--- src/rtl/button_manager_if.sv ---
// AHB-lite bus bundle for the button manager slave.
// The master modport drives the address/control phase and consumes read data;
// the slave modport is the view taken by the button manager itself.
interface button_manager_if;
    logic [31:0] HADDR;
    logic [31:0] HWDATA;
    logic        HWRITE;
    logic        HREADY;
    logic        HSEL;
    logic [2:0]  HSIZE;
    logic [1:0]  HTRANS;
    logic [31:0] HRDATA;
    logic        HREADYOUT;

    modport master (
        output HADDR,
        output HWDATA,
        output HWRITE,
        output HREADY,
        output HSEL,
        output HSIZE,
        output HTRANS,
        input  HRDATA,
        input  HREADYOUT
    );

    modport slave (
        input  HADDR,
        input  HWDATA,
        input  HWRITE,
        input  HREADY,
        input  HSEL,
        input  HSIZE,
        input  HTRANS,
        output HRDATA,
        output HREADYOUT
    );
endinterface

--- src/rtl/button_manager.sv ---
// Button manager: AHB-lite read-side slave that synchronises and debounces
// the active-low Mode and Trip pushbuttons, flags press / long-press events,
// counts presses and raises ButtonIRQ while any event is pending.
//
// Register map (HADDR[3:2]):
//   0x0 EVENT  read-clear  [0] mode_press [1] trip_press [2] trip_long
//   0x4 LEVEL  read-only   [0] mode_held  [1] trip_held  (1 = pressed)
//   0x8 COUNT  [7:0] mode presses, [15:8] trip presses; any write clears both
//   0xC        reads 0
module button_manager #(
    parameter int DEBOUNCE_CYCLES = 16,
    parameter int LONG_CYCLES     = 1024
) (
    input  logic            HCLK,
    input  logic            HRESET,
    button_manager_if.slave ahb,
    input  logic            nMode,
    input  logic            nTrip,
    output logic            ButtonIRQ
);
    localparam int DB_W   = $clog2(DEBOUNCE_CYCLES + 1);
    localparam int LONG_W = $clog2(LONG_CYCLES + 1);

    localparam logic [DB_W-1:0]   DB_MAX   = DB_W'(DEBOUNCE_CYCLES);
    localparam logic [LONG_W-1:0] LONG_MAX = LONG_W'(LONG_CYCLES);

    localparam logic [1:0] ADDR_EVENT = 2'd0;
    localparam logic [1:0] ADDR_LEVEL = 2'd1;
    localparam logic [1:0] ADDR_COUNT = 2'd2;

    // Button index 0 = Mode, 1 = Trip. Levels are kept in raw polarity
    // (1 = released) so reset and synchroniser share the same idle value.
    logic [1:0]            sync1_q, sync1_d;
    logic [1:0]            sync2_q, sync2_d;
    logic [1:0]            level_q, level_d;
    logic [1:0][DB_W-1:0]  db_cnt_q, db_cnt_d;
    logic [1:0]            press;

    logic [LONG_W-1:0]     long_cnt_q, long_cnt_d;
    logic                  long_hit;

    logic [2:0]            event_q, event_d;
    logic [7:0]            mode_cnt_q, mode_cnt_d;
    logic [7:0]            trip_cnt_q, trip_cnt_d;
    logic                  irq_q, irq_d;

    logic                  rd_q, rd_d;
    logic                  wr_q, wr_d;
    logic [1:0]            addr_q, addr_d;
    logic                  addr_valid;
    logic                  ev_read;
    logic                  cnt_clr;

    // Bus bits this slave never decodes.
    logic                  unused_bus;
    assign unused_bus = ^{ahb.HWDATA, ahb.HSIZE, ahb.HADDR[31:4], ahb.HADDR[1:0]};

    assign ahb.HREADYOUT = 1'b1;
    assign ButtonIRQ     = irq_q;

    // Synchroniser chain, debounce counters and press-edge detection.
    always_comb begin
        sync1_d  = {nTrip, nMode};
        sync2_d  = sync1_q;
        level_d  = level_q;
        db_cnt_d = '0;
        press    = 2'b00;
        for (int i = 0; i < 2; i++) begin
            if (sync2_q[i] != level_q[i]) begin
                if (db_cnt_q[i] == DB_MAX) begin
                    level_d[i] = ~level_q[i];
                end else begin
                    db_cnt_d[i] = db_cnt_q[i] + 1'b1;
                end
            end
            press[i] = level_q[i] & ~level_d[i];
        end
    end

    // Trip hold timer: counts while held, fires once on reaching the limit,
    // then parks at the limit until the button is released.
    always_comb begin
        long_cnt_d = long_cnt_q;
        long_hit   = 1'b0;
        if (level_q[1]) begin
            long_cnt_d = '0;
        end else if (long_cnt_q != LONG_MAX) begin
            long_cnt_d = long_cnt_q + 1'b1;
            long_hit   = (long_cnt_d == LONG_MAX);
        end
    end

    // AHB address-phase capture; anything other than a valid transfer drops
    // the latched read/write flags so the next data phase is idle.
    always_comb begin
        addr_valid = ahb.HSEL & ahb.HREADY & (ahb.HTRANS != 2'b00);
        rd_d       = addr_valid & ~ahb.HWRITE;
        wr_d       = addr_valid &  ahb.HWRITE;
        addr_d     = addr_valid ? ahb.HADDR[3:2] : addr_q;
    end

    // Event flags, press counters and interrupt; new events win over a
    // same-edge read-clear or counter clear.
    always_comb begin
        ev_read    = rd_q & (addr_q == ADDR_EVENT);
        cnt_clr    = wr_q & (addr_q == ADDR_COUNT);
        event_d    = (ev_read ? 3'b000 : event_q) | {long_hit, press[1], press[0]};
        mode_cnt_d = (cnt_clr ? 8'd0 : mode_cnt_q) + {7'd0, press[0]};
        trip_cnt_d = (cnt_clr ? 8'd0 : trip_cnt_q) + {7'd0, press[1]};
        irq_d      = |event_q;
    end

    // Data-phase read mux, driven straight from the latched address.
    always_comb begin
        ahb.HRDATA = 32'd0;
        if (rd_q) begin
            case (addr_q)
                ADDR_EVENT: ahb.HRDATA = {29'd0, event_q};
                ADDR_LEVEL: ahb.HRDATA = {30'd0, ~level_q};
                ADDR_COUNT: ahb.HRDATA = {16'd0, trip_cnt_q, mode_cnt_q};
                default:    ahb.HRDATA = 32'd0;
            endcase
        end
    end

    // State registers; reset returns buttons to released and aborts any transfer.
    always_ff @(posedge HCLK) begin
        if (HRESET) begin
            sync1_q    <= 2'b11;
            sync2_q    <= 2'b11;
            level_q    <= 2'b11;
            db_cnt_q   <= '0;
            long_cnt_q <= '0;
            event_q    <= 3'b000;
            mode_cnt_q <= 8'd0;
            trip_cnt_q <= 8'd0;
            irq_q      <= 1'b0;
            rd_q       <= 1'b0;
            wr_q       <= 1'b0;
            addr_q     <= 2'd0;
        end else begin
            sync1_q    <= sync1_d;
            sync2_q    <= sync2_d;
            level_q    <= level_d;
            db_cnt_q   <= db_cnt_d;
            long_cnt_q <= long_cnt_d;
            event_q    <= event_d;
            mode_cnt_q <= mode_cnt_d;
            trip_cnt_q <= trip_cnt_d;
            irq_q      <= irq_d;
            rd_q       <= rd_d;
            wr_q       <= wr_d;
            addr_q     <= addr_d;
        end
    end
endmodule

--- src/flat_wrapper.sv ---
// flat-port wrapper written by rule: the top's interface ports become plain ports
module button_manager_flat 
#(
    parameter int DEBOUNCE_CYCLES = 16,
    parameter int LONG_CYCLES     = 1024
)
  (HCLK, HRESET, nMode, nTrip, ButtonIRQ, ahb_HADDR, ahb_HWDATA, ahb_HWRITE, ahb_HREADY, ahb_HSEL, ahb_HSIZE, ahb_HTRANS, ahb_HRDATA, ahb_HREADYOUT);
  button_manager_if ahb_i ();
  input  logic HCLK;
  input  logic HRESET;
  input  logic nMode;
  input  logic nTrip;
  output logic ButtonIRQ;
  input wire logic [$bits(ahb_i.HADDR)-1:0] ahb_HADDR;
  input wire logic [$bits(ahb_i.HWDATA)-1:0] ahb_HWDATA;
  input wire logic [$bits(ahb_i.HWRITE)-1:0] ahb_HWRITE;
  input wire logic [$bits(ahb_i.HREADY)-1:0] ahb_HREADY;
  input wire logic [$bits(ahb_i.HSEL)-1:0] ahb_HSEL;
  input wire logic [$bits(ahb_i.HSIZE)-1:0] ahb_HSIZE;
  input wire logic [$bits(ahb_i.HTRANS)-1:0] ahb_HTRANS;
  output wire logic [$bits(ahb_i.HRDATA)-1:0] ahb_HRDATA;
  output wire logic [$bits(ahb_i.HREADYOUT)-1:0] ahb_HREADYOUT;
  assign ahb_i.HADDR = ahb_HADDR;
  assign ahb_i.HWDATA = ahb_HWDATA;
  assign ahb_i.HWRITE = ahb_HWRITE;
  assign ahb_i.HREADY = ahb_HREADY;
  assign ahb_i.HSEL = ahb_HSEL;
  assign ahb_i.HSIZE = ahb_HSIZE;
  assign ahb_i.HTRANS = ahb_HTRANS;
  assign ahb_HRDATA = ahb_i.HRDATA;
  assign ahb_HREADYOUT = ahb_i.HREADYOUT;
  button_manager #(.DEBOUNCE_CYCLES(DEBOUNCE_CYCLES), .LONG_CYCLES(LONG_CYCLES)) u_core (.HCLK(HCLK), .HRESET(HRESET), .ahb(ahb_i), .nMode(nMode), .nTrip(nTrip), .ButtonIRQ(ButtonIRQ));
endmodule
--- config.mk ---
export PLATFORM = sky130hd
export DESIGN_NAME = button_manager_flat
export DESIGN_NICKNAME = d
export VERILOG_FILES = /design/src/rtl/button_manager_if.sv /design/src/rtl/button_manager.sv /design/src/flat_wrapper.sv
export SDC_FILE = /design/constraint.sdc
export NUM_CORES = 1
export LEC_CHECK = 0
export ABC_AREA = 1
export BUFFER_PORTS_ARGS = -buffer_cell sky130_fd_sc_hd__buf_4
export CAP_MARGIN = 15
export CELL_PAD_IN_SITES_DETAIL_PLACEMENT = 0
export CELL_PAD_IN_SITES_GLOBAL_PLACEMENT = 1
export CORE_MARGIN = 2
export CORE_UTILIZATION = 23
export CTS_CLUSTER_SIZE = 30
export DETAILED_ROUTE_END_ITERATION = 8
export GPL_TIMING_DRIVEN = 1
export PLACE_DENSITY_LB_ADDON = 0.1
export SKIP_LAST_GASP = 1
export SLEW_MARGIN = 20
export SYNTH_ARGS = -nofsm -noshare
export SYNTH_HDL_FRONTEND = slang
export SYNTH_SLANG_ARGS = --single-unit
--- constraint.sdc ---
create_clock -name HCLK -period 2.8 [get_ports HCLK]
set_input_delay 0.14 -clock HCLK [delete_from_list [all_inputs] [get_ports HCLK]]
set_output_delay 0.14 -clock HCLK [all_outputs]
set_load 0.03 [all_outputs]
==> results of run 1 <==
## sequential cells by signal (all words and copies together), names as in the netlist
name	flops
u_core.addr_q	2
u_core.wr_q	1
u_core.sync2_q	2
u_core.ButtonIRQ	1
u_core.event_q	3
u_core.long_cnt_q	11
u_core.sync1_q	2
u_core.rd_q	1
u_core.level_q	2
u_core.db_cnt_q	10
u_core.trip_cnt_q	8
u_core.mode_cnt_q	8
## cell usage after synthesis, types with 3 or more instances
cell type | instances | area (um2)
nand2_1 | 68 | 255
nor2_2 | 4 | 25.0
nand3_2 | 3 | 30.0
buf_4 | 18 | 135
or2_2 | 5 | 31.3
nor2_4 | 3 | 33.8
ha_1 | 11 | 138
nand3_1 | 20 | 100
xor2_1 | 7 | 61.3
o21ai_0 | 13 | 65.1
inv_1 | 53 | 199
a21oi_1 | 16 | 80.1
dfxtp_1 | 51 | 1020
nor2_1 | 64 | 240
nor3_1 | 10 | 50.1
## per-layer routing
metal  global-route usage (%)  routed length, um
met3                     2.45                192
met4                     3.95                103
met1                     12.7               2930
met5                        0                  0
met2                     15.1               2560
## final cells by class
class | count | area, um2
Tap cell | 143 | 179
Clock buffer | 7 | 133
Inverter | 56 | 213
Multi-Input combinational cell | 255 | 1320
Sequential cell | 51 | 1020
Fill cell | 1288 | 8240
Timing Repair Buffer | 27 | 203
Clock inverter | 1 | 5.00
## worst max-delay path: stages (launching register included)
cell and delay (ns):
dfxtp_1 0.34, inv_1 0.06, ha_1 0.14, nand2_1 0.05, nor3_1 0.26, o21ai_0 0.16
nor2_1 0.23, ha_1 0.27, ha_1 0.19, inv_1 0.05, nor2_2 0.14, nand3_1 0.13
nor3_1 0.20, nor3_2 0.06
## logic make-up (layout without fill, tap and decap cells)
family                   after synthesis  in the layout  synth area share [%]
AO/OA/AOI/OAI                         36             36                  7.45
XOR/XNOR                               7              7                  2.31
adder cells (fa/ha/maj)               11             11                  5.19
buffers and inverters                 78             91                  13.7
flip-flops                            51             51                  38.5
other                                  2             17                 0.283
AND/OR/NAND/NOR                      184            184                  32.5
## per-stage QoR
step | std cells | utilization, % | worst slack (ns) | power (mW) | hold slack, ns
3_5_place_dp | 532 | 26.0 | 0.327 | 0.824 | 0.329
4_1_cts | 540 | 27.2 | 0.323 | 1.45 | 0.0153
2_1_floorplan | 384 | - | 0.786 | 0.823 | 0.217
3_3_place_gp | 532 | 26.0 | 0.372 | 0.824 | 0.327
6_report | 540 | 27.2 | 0.403 | 1.42 | 0.0237
5_1_grt | 540 | 27.2 | 0.134 | 1.49 | 0.0182
## path summary, 6_finish.rpt
kind         cells past startpoint  slack [ns]                     startpoint                               to
max                             13        0.40  u_core.db_cnt_q[5]$_SDFF_PP0_  u_core.trip_cnt_q[6]$_SDFF_PP0_
min                              2        0.02                     ahb_HWRITE           u_core.rd_q$_SDFF_PP0_
max reg2reg                     13        0.40  u_core.db_cnt_q[5]$_SDFF_PP0_  u_core.trip_cnt_q[6]$_SDFF_PP0_
min reg2reg                      1        0.41   u_core.sync1_q[0]$_SDFF_PP1_     u_core.sync2_q[0]$_SDFF_PP1_
## power groups by stage
stage               Sequential (mW)  Clock, mW  Combinational, mW
CTS                           0.736      0.641             0.0714
detailed placement            0.753          0             0.0714
floorplan                     0.752          0             0.0712
finish                        0.736      0.609             0.0707
global placement              0.753          0             0.0710
global route                  0.736      0.675             0.0769
==> results.sh, run 1 <==
export IMPL_status="complete, no violations"
export IMPL_avgSynthCellArea_um2=7.19
export IMPL_worstMarginPinSlew_ns=0.580
export IMPL_cts_setup_buffers=0
export IMPL_ir_worst_vdd_mv=0.180
export IMPL_cts_tree="yes"
export IMPL_gp_congestion=0.700
export IMPL_grt_overflow_total=0
export IMPL_clk_pin_slew_worst_paths_ns=0.07
export IMPL_synthArstFlopShare_pct=0
export IMPL_placed_area_um2=2940
export IMPL_critical_path_endpoint_type="flop"
export IMPL_initial_core_util_pct=23.4
export IMPL_drc=0
export IMPL_p_leak_nw=1.25
export IMPL_p_clk_share_pct=43.0
export IMPL_slew_headroom_pct=61.0
export IMPL_wl_per_cell_um=10.7
export IMPL_io_pins=110
export IMPL_cts_root_buf="clkbuf_16"
export IMPL_hold_viol_final=0
export IMPL_dp_hpwl_um=4290
export IMPL_critical_path_max_fanout=4
export IMPL_cp_arrival_ns=2.58
export IMPL_vias=2147
export IMPL_cap_violations=0
export IMPL_synthesis_area_um2=2650
export IMPL_fin_setup_tns_ns=0
export IMPL_start_kind="flop"
export IMPL_die_area_um2=12400
export IMPL_finalNetCount=483
export IMPL_synth_edf_count=0
export IMPL_drt_iter0_drc=81
export IMPL_die_w_um=111
export IMPL_area_growth_pct=16.0
export IMPL_min_period_ns=2.40
export IMPL_synth_main_ff_cell="dfxtp_1"
export IMPL_ant_nets=0
export IMPL_ys_types=32
export IMPL_p_int_mw=1.08
export IMPL_layout_common_cells="68 x nand2_1, 64 x nor2_1, 53 x inv_1"
export IMPL_fin_skew_ns=0.00205
export IMPL_layout_commonest_cell="nand2_1"
export IMPL_maxSlewViolCount=0
export IMPL_p_sw_mw=0.336
export IMPL_drt_pass1_iter_count=4
export IMPL_seq_power_share_pct=52.0
export IMPL_swShare_pct=23.8
export IMPL_grt_pass1_wl_um=9580
export IMPL_final_cell_area_um2=3080
export IMPL_grt_pass1_vias=2036
export IMPL_yosysWarnings=0
export IMPL_seq_area_frac_synth_pct=38.5
export IMPL_period_share_pct=85.6
export IMPL_h_tree_depth=2
export IMPL_coreArea_um2=11300
export IMPL_finalWirelength_um=5790
export IMPL_clkLatencyLatePin_ns=0.29
export IMPL_syn_inst=369
export IMPL_grt_max_degree=23
export IMPL_hp_class="input pin to flop"
export IMPL_fmax_mhz=417
export IMPL_grt_antenna_before_repair=0
export IMPL_p_comb_share_pct=5.0
export IMPL_track_usage_pct=9.64
export IMPL_cts_buffers=5
export IMPL_cts_sinks=51
export IMPL_rsz0062_at_grt="false"
export IMPL_antenna_cells=0
export IMPL_io_buffers=27
export IMPL_power_density_nw_per_um2=460
export IMPL_rows=39
export IMPL_crit_type="flop to flop"
export IMPL_required_ns=2.98
export IMPL_cts_buffer_depth=2
export IMPL_setup_viol=0
export IMPL_via_per_inst=3.98
export IMPL_dieHeight_um=111
export IMPL_synth_seq_cells=51
export IMPL_holdBufCountCts=0
export IMPL_cts_resized=0
export IMPL_drive_gt1_share_pct=14.6
No activity file was read; power rests on OpenSTA's default activity.
==> inputs of run 2 (changes only) <==
- BUFFER_PORTS_ARGS: -buffer_cell sky130_fd_sc_hd__buf_4 -> unset
- DONT_BUFFER_PORTS: unset -> 1
==> results.sh, run 2 (synthesized netlist as in run 1, its figures left out) <==
export IMPL_status="complete, no violations"
export IMPL_largest_reg_flops=11
export IMPL_max_stage_delay_ns=0.34
export IMPL_min_period_ns=2.37
export IMPL_p_sw_mw=0.350
export IMPL_io_buffers=0
export IMPL_post_route_util_pct=26.2
export IMPL_finalNetCount=461
export IMPL_grt_pass1_vias=1938
export IMPL_grt_max_degree=20
export IMPL_grt_pass1_wl_um=9610
export IMPL_track_usage_pct=9.77
export IMPL_swShare_pct=22.7
export IMPL_p_leak_nw=1.15
export IMPL_rsz0062_at_grt="false"
export IMPL_grt_antenna_before_repair=1
export IMPL_vias=2068
export IMPL_whs_ns=0.0332
export IMPL_fmax_mhz=422
export IMPL_slew_headroom_pct=46.7
export IMPL_cts_sinks=51
export IMPL_hold_viol_final=0
export IMPL_p_comb_share_pct=4.1
export IMPL_dp_hpwl_um=4210
export IMPL_fin_skew_ns=0.00720
export IMPL_io_pins=110
export IMPL_cts_root_buf="clkbuf_16"
export IMPL_seq_power_share_pct=47.7
export IMPL_via_per_inst=3.99
export IMPL_critical_path_endpoint_type="flop"
export IMPL_worst_path_buf_inv=2
export IMPL_dieHeight_um=111
export IMPL_antenna_cells=0
export IMPL_die_w_um=111
export IMPL_maxSlewViolCount=0
export IMPL_layout_commonest_cell="nand2_1"
export IMPL_post_place_ws_ns=0.385
export IMPL_nFillCells=1294
export IMPL_crit_top_cell="ha_1"
export IMPL_critical_path_max_fanout=4
export IMPL_start_kind="flop"
export IMPL_cts_tree="yes"
export IMPL_clk_pin_slew_worst_paths_ns=0.07
export IMPL_gp_congestion=0.707
export IMPL_clkLatencyLatePin_ns=0.30
export IMPL_fin_ws_ns=0.433
export IMPL_p_clk_share_pct=48.3
export IMPL_cp_top_family="simple AND/OR/NAND/NOR gates"
export IMPL_drt_pass1_iter_count=4
export IMPL_grt_overflow_total=0
export IMPL_ir_worst_vdd_mv=0.229
export IMPL_wl_per_cell_um=11.1
export IMPL_ant_nets=0
export IMPL_worstMarginPinSlew_ns=0.798
export IMPL_drive_gt1_share_pct=9.07
export IMPL_setup_viol=0
export IMPL_cap_violations=0
export IMPL_initial_core_util_pct=23.4
export IMPL_reg_top3="u_core.long_cnt_q: 11 flops, u_core.db_cnt_q: 10 flops"
export IMPL_cp_arrival_ns=2.53
export IMPL_finalWirelength_um=5750
export IMPL_drc=0
export IMPL_crit_chain="inv_1 -> ha_1 -> nand2_1 -> nor3_1 -> o21ai_0 -> nor2_1 -> ha_1 -> ha_1 -> inv_1 -> nor2_2 -> nand3_1 -> nor3_1 -> nor3_2"
export IMPL_fin_setup_tns_ns=0
export IMPL_h_tree_depth=2
export IMPL_coreArea_um2=11300
export IMPL_area_growth_pct=11.7
export IMPL_hp_class="input pin to flop"
export IMPL_largest_register="u_core.long_cnt_q"
export IMPL_required_ns=2.96
export IMPL_layout_common_cells="68 x nand2_1, 64 x nor2_1, 53 x inv_1"
export IMPL_die_area_um2=12400
export IMPL_crit_type="flop to flop"
export IMPL_power_density_nw_per_um2=521
export IMPL_rows=39
export IMPL_p_int_mw=1.19
export IMPL_cts_buffer_depth=2
export IMPL_period_share_pct=84.5
export IMPL_cp_slowest_cell="dfxtp_1"
export IMPL_drt_iter0_drc=73
export IMPL_cts_buffers=5
export IMPL_finalPower_mw=1.54
[run 2: layout make-up]
| cell class | instances | area [um2] | share of cell area (%) |
|---|---|---|---|
| multi-input combinational | 255 | 1320 | 44.7 |
| inverter | 56 | 213 | 7.18 |
| tap | 143 | 179 | 6.04 |
| timing repair buffer | 5 | 47.5 | 1.61 |
| clock buffer | 6 | 139 | 4.69 |
| sequential | 51 | 1020 | 34.5 |
| clock inverter | 2 | 38.8 | 1.31 |
[run 2: routing by layer]
| metal | global-route usage, % | wire length, um | part of all wire, % |
|---|---|---|---|
| met5 | 0 | 7 | 0.12 |
| met4 | 2.72 | 48 | 0.83 |
| met3 | 4.03 | 281 | 4.9 |
| met2 | 15.0 | 2540 | 44 |
| met1 | 12.7 | 2870 | 50 |
[run 2: repair_timing]
action                                 CTS  global route
gates resized for setup                  0             0
endpoints found under the hold margin   19             0
buffers inserted                         0             0
hold buffers                             4             0
[run 2: worst reg2reg max path, cell delays in order, from the launching register on]
cell	delay, ns
dfxtp_1	0.34
inv_1	0.06
ha_1	0.14
nand2_1	0.05
nor3_1	0.24
o21ai_0	0.16
nor2_1	0.21
ha_1	0.26
ha_1	0.18
inv_1	0.05
nor2_2	0.15
nand3_1	0.14
nor3_1	0.19
nor3_2	0.07
[run 2: power groups by stage]
stage               Combinational, mW  Sequential (mW)  Clock, mW
global route                   0.0698            0.736      0.800
CTS                            0.0638            0.735      0.778
finish                         0.0628            0.736      0.744
floorplan                      0.0712            0.752          0
global placement               0.0540            0.753          0
detailed placement             0.0539            0.753          0
[run 2: path summary, 6_finish.rpt]
kind | endpoint | start | cells past startpoint | slack (ns)
worst min-delay path | u_core.addr_q[0]$_SDFFE_PP0P_ | ahb_HADDR[2] | 2 | 0.03
worst min register to register | u_core.sync2_q[0]$_SDFF_PP1_ | u_core.sync1_q[0]$_SDFF_PP1_ | 1 | 0.41
worst max-delay path | u_core.trip_cnt_q[6]$_SDFF_PP0_ | u_core.db_cnt_q[5]$_SDFF_PP0_ | 13 | 0.43
worst max register to register | u_core.trip_cnt_q[6]$_SDFF_PP0_ | u_core.db_cnt_q[5]$_SDFF_PP0_ | 13 | 0.43
[run 2: metrics by stage]
step	std cells	instance area [um2]
2_1_floorplan	384	2710
3_5_place_dp	506	2740
3_3_place_gp	506	2740
4_1_cts	518	2960
6_report	518	2960
5_1_grt	518	2960
==> inputs of run 3 (changes only) <==
- clock period: 2.8 -> 2.2 ns (I/O delays scaled with it)
==> results.sh, run 3 (synthesized netlist as in run 1, its figures left out) <==
export IMPL_finalNetCount=491
export IMPL_status="complete, no violations"
export IMPL_gp_congestion=0.741
export IMPL_cts_tree="yes"
export IMPL_largest_reg_flops=11
export IMPL_io_buffers=0
export IMPL_nFillCells=1289
export IMPL_cts_sinks=51
export IMPL_clk_pin_slew_worst_paths_ns=0.07
export IMPL_critical_path_max_fanout=3
export IMPL_fmax_mhz=494
export IMPL_p_sw_mw=0.443
export IMPL_crit_chain="inv_2 -> ha_4 -> nand2_2 -> nor3_4 -> nand2_1 -> nor2_2 -> ha_2 -> ha_4 -> inv_2 -> nor2_4 -> nand2_2 -> nor3_2 -> nand2_1 -> nand2_1 -> nor2_1"
export IMPL_drive_gt1_share_pct=19.8
export IMPL_dp_hpwl_um=4380
export IMPL_crit_type="flop to flop"
export IMPL_slew_headroom_pct=43.5
export IMPL_post_place_ws_ns=-0.0258
export IMPL_reg_top3="u_core.long_cnt_q: 11 flops, u_core.db_cnt_q: 10 flops"
export IMPL_ir_worst_vdd_mv=0.222
export IMPL_worstMarginPinSlew_ns=0.844
export IMPL_required_ns=2.39
export IMPL_via_per_inst=4.03
export IMPL_io_pins=110
export IMPL_p_leak_nw=1.29
export IMPL_multiInputGateArea_um2=1400
export IMPL_layout_commonest_cell="nand2_1"
export IMPL_drt_pass1_iter_count=4
export IMPL_vias=2206
export IMPL_p_int_mw=1.52
export IMPL_antenna_cells=0
export IMPL_placed_area_um2=2930
export IMPL_dieHeight_um=111
export IMPL_crit_top_cell="nand2_1"
export IMPL_swShare_pct=22.6
export IMPL_cp_slowest_cell="dfxtp_2"
export IMPL_largest_register="u_core.long_cnt_q"
export IMPL_coreArea_um2=11300
export IMPL_drt_iter0_drc=89
export IMPL_critical_path_endpoint_type="flop"
export IMPL_setup_viol=0
export IMPL_fin_skew_ns=0.00376
export IMPL_rows=39
export IMPL_hp_class="input pin to flop"
export IMPL_cap_violations=0
export IMPL_area_growth_pct=23.1
export IMPL_cp_arrival_ns=2.22
export IMPL_p_clk_share_pct=47.8
export IMPL_drc=0
export IMPL_grt_max_degree=20
export IMPL_grt_antenna_before_repair=1
export IMPL_grt_pass1_wl_um=10400
export IMPL_die_area_um2=12400
export IMPL_cts_root_buf="clkbuf_16"
export IMPL_grt_overflow_total=0
export IMPL_min_period_ns=2.02
export IMPL_power_density_nw_per_um2=600
export IMPL_start_kind="flop"
export IMPL_wl_per_cell_um=11.0
export IMPL_period_share_pct=92.0
export IMPL_finalWirelength_um=6030
export IMPL_die_w_um=111
export IMPL_track_usage_pct=10.4
export IMPL_h_tree_depth=2
export IMPL_fin_ws_ns=0.176
export IMPL_clkLatencyLatePin_ns=0.30
export IMPL_cts_buffer_depth=2
export IMPL_p_comb_share_pct=4.4
export IMPL_seq_power_share_pct=47.8
export IMPL_cts_buffers=5
export IMPL_final_cell_area_um2=3270
export IMPL_layout_common_cells="66 x nand2_1, 62 x nor2_1, 50 x inv_1"
export IMPL_hold_viol_final=0
export IMPL_post_route_util_pct=28.8
export IMPL_maxSlewViolCount=0
export IMPL_ant_nets=0
export IMPL_regArea_um2=1020
export IMPL_initial_core_util_pct=23.4
export IMPL_grt_pass1_vias=2151
export IMPL_finalPower_mw=1.96
export IMPL_max_stage_delay_ns=0.33
run 3: area by class of cell:
class	count	share of cell area (%)
clock buffers	6	4.25
clock inverters	2	1.07
flip-flops and latches	51	31.3
well taps	143	5.48
inverters	56	6.51
repair buffers	35	8.43
multi-input cells	255	42.9
run 3: final timing paths:
| check | start | to | slack (ns) | cells after the start |
|---|---|---|---|---|
| worst min register to register | u_core.sync1_q[0]$_SDFF_PP1_ | u_core.sync2_q[0]$_SDFF_PP1_ | 0.41 | 1 |
| worst max register to register | u_core.db_cnt_q[1]$_SDFF_PP0_ | u_core.mode_cnt_q[6]$_SDFF_PP0_ | 0.18 | 15 |
| worst min-delay path | ahb_HADDR[2] | u_core.addr_q[0]$_SDFFE_PP0P_ | 0.01 | 2 |
| worst max-delay path | u_core.db_cnt_q[1]$_SDFF_PP0_ | u_core.mode_cnt_q[6]$_SDFF_PP0_ | 0.18 | 15 |
run 3: worst max-delay path: cells and delay by family (launching register included):
family,cells,cell delay [ns]
AND/OR/NAND/NOR,10,1.01
buffers and inverters,2,0.10
flip-flops,1,0.33
adder cells (fa/ha/maj),3,0.48
run 3: through the flow:
stage,hold slack [ns],std cells,setup TNS [ns]
finish,0.0116,548,0
global route,0.0393,548,-0.0199
CTS,0.0109,544,0
detailed placement,0.178,531,-0.0294
global placement,0.178,531,0
floorplan,0.187,384,0
run 3: timing repair:
action	in CTS	in global routing
hold endpoints to repair	19	0
endpoints found under the setup margin	2	4
buffers inserted	0	4
resized for setup	1	22
hold buffers	5	0
pin swaps	0	12
run 3: power groups by stage:
stage          clock (mW)  combinational (mW)  sequential, mW
6_report            0.937              0.0859           0.936
5_1_grt              1.02              0.0947           0.937
4_1_cts             0.983              0.0864           0.935
3_5_place_dp            0              0.0716           0.957
3_3_place_gp            0              0.0713           0.957
2_1_floorplan           0              0.0906           0.957
run 3: metal layers:
layer / track usage [%] / share of wire (%) / up-vias
met5: 0 / 0.27 / -
met4: 3.46 / 1.5 / 2
met3: 2.89 / 3.4 / 10
met2: 15.3 / 43 / 26
met1: 14.6 / 52 / 995
li1: - / - / 1173
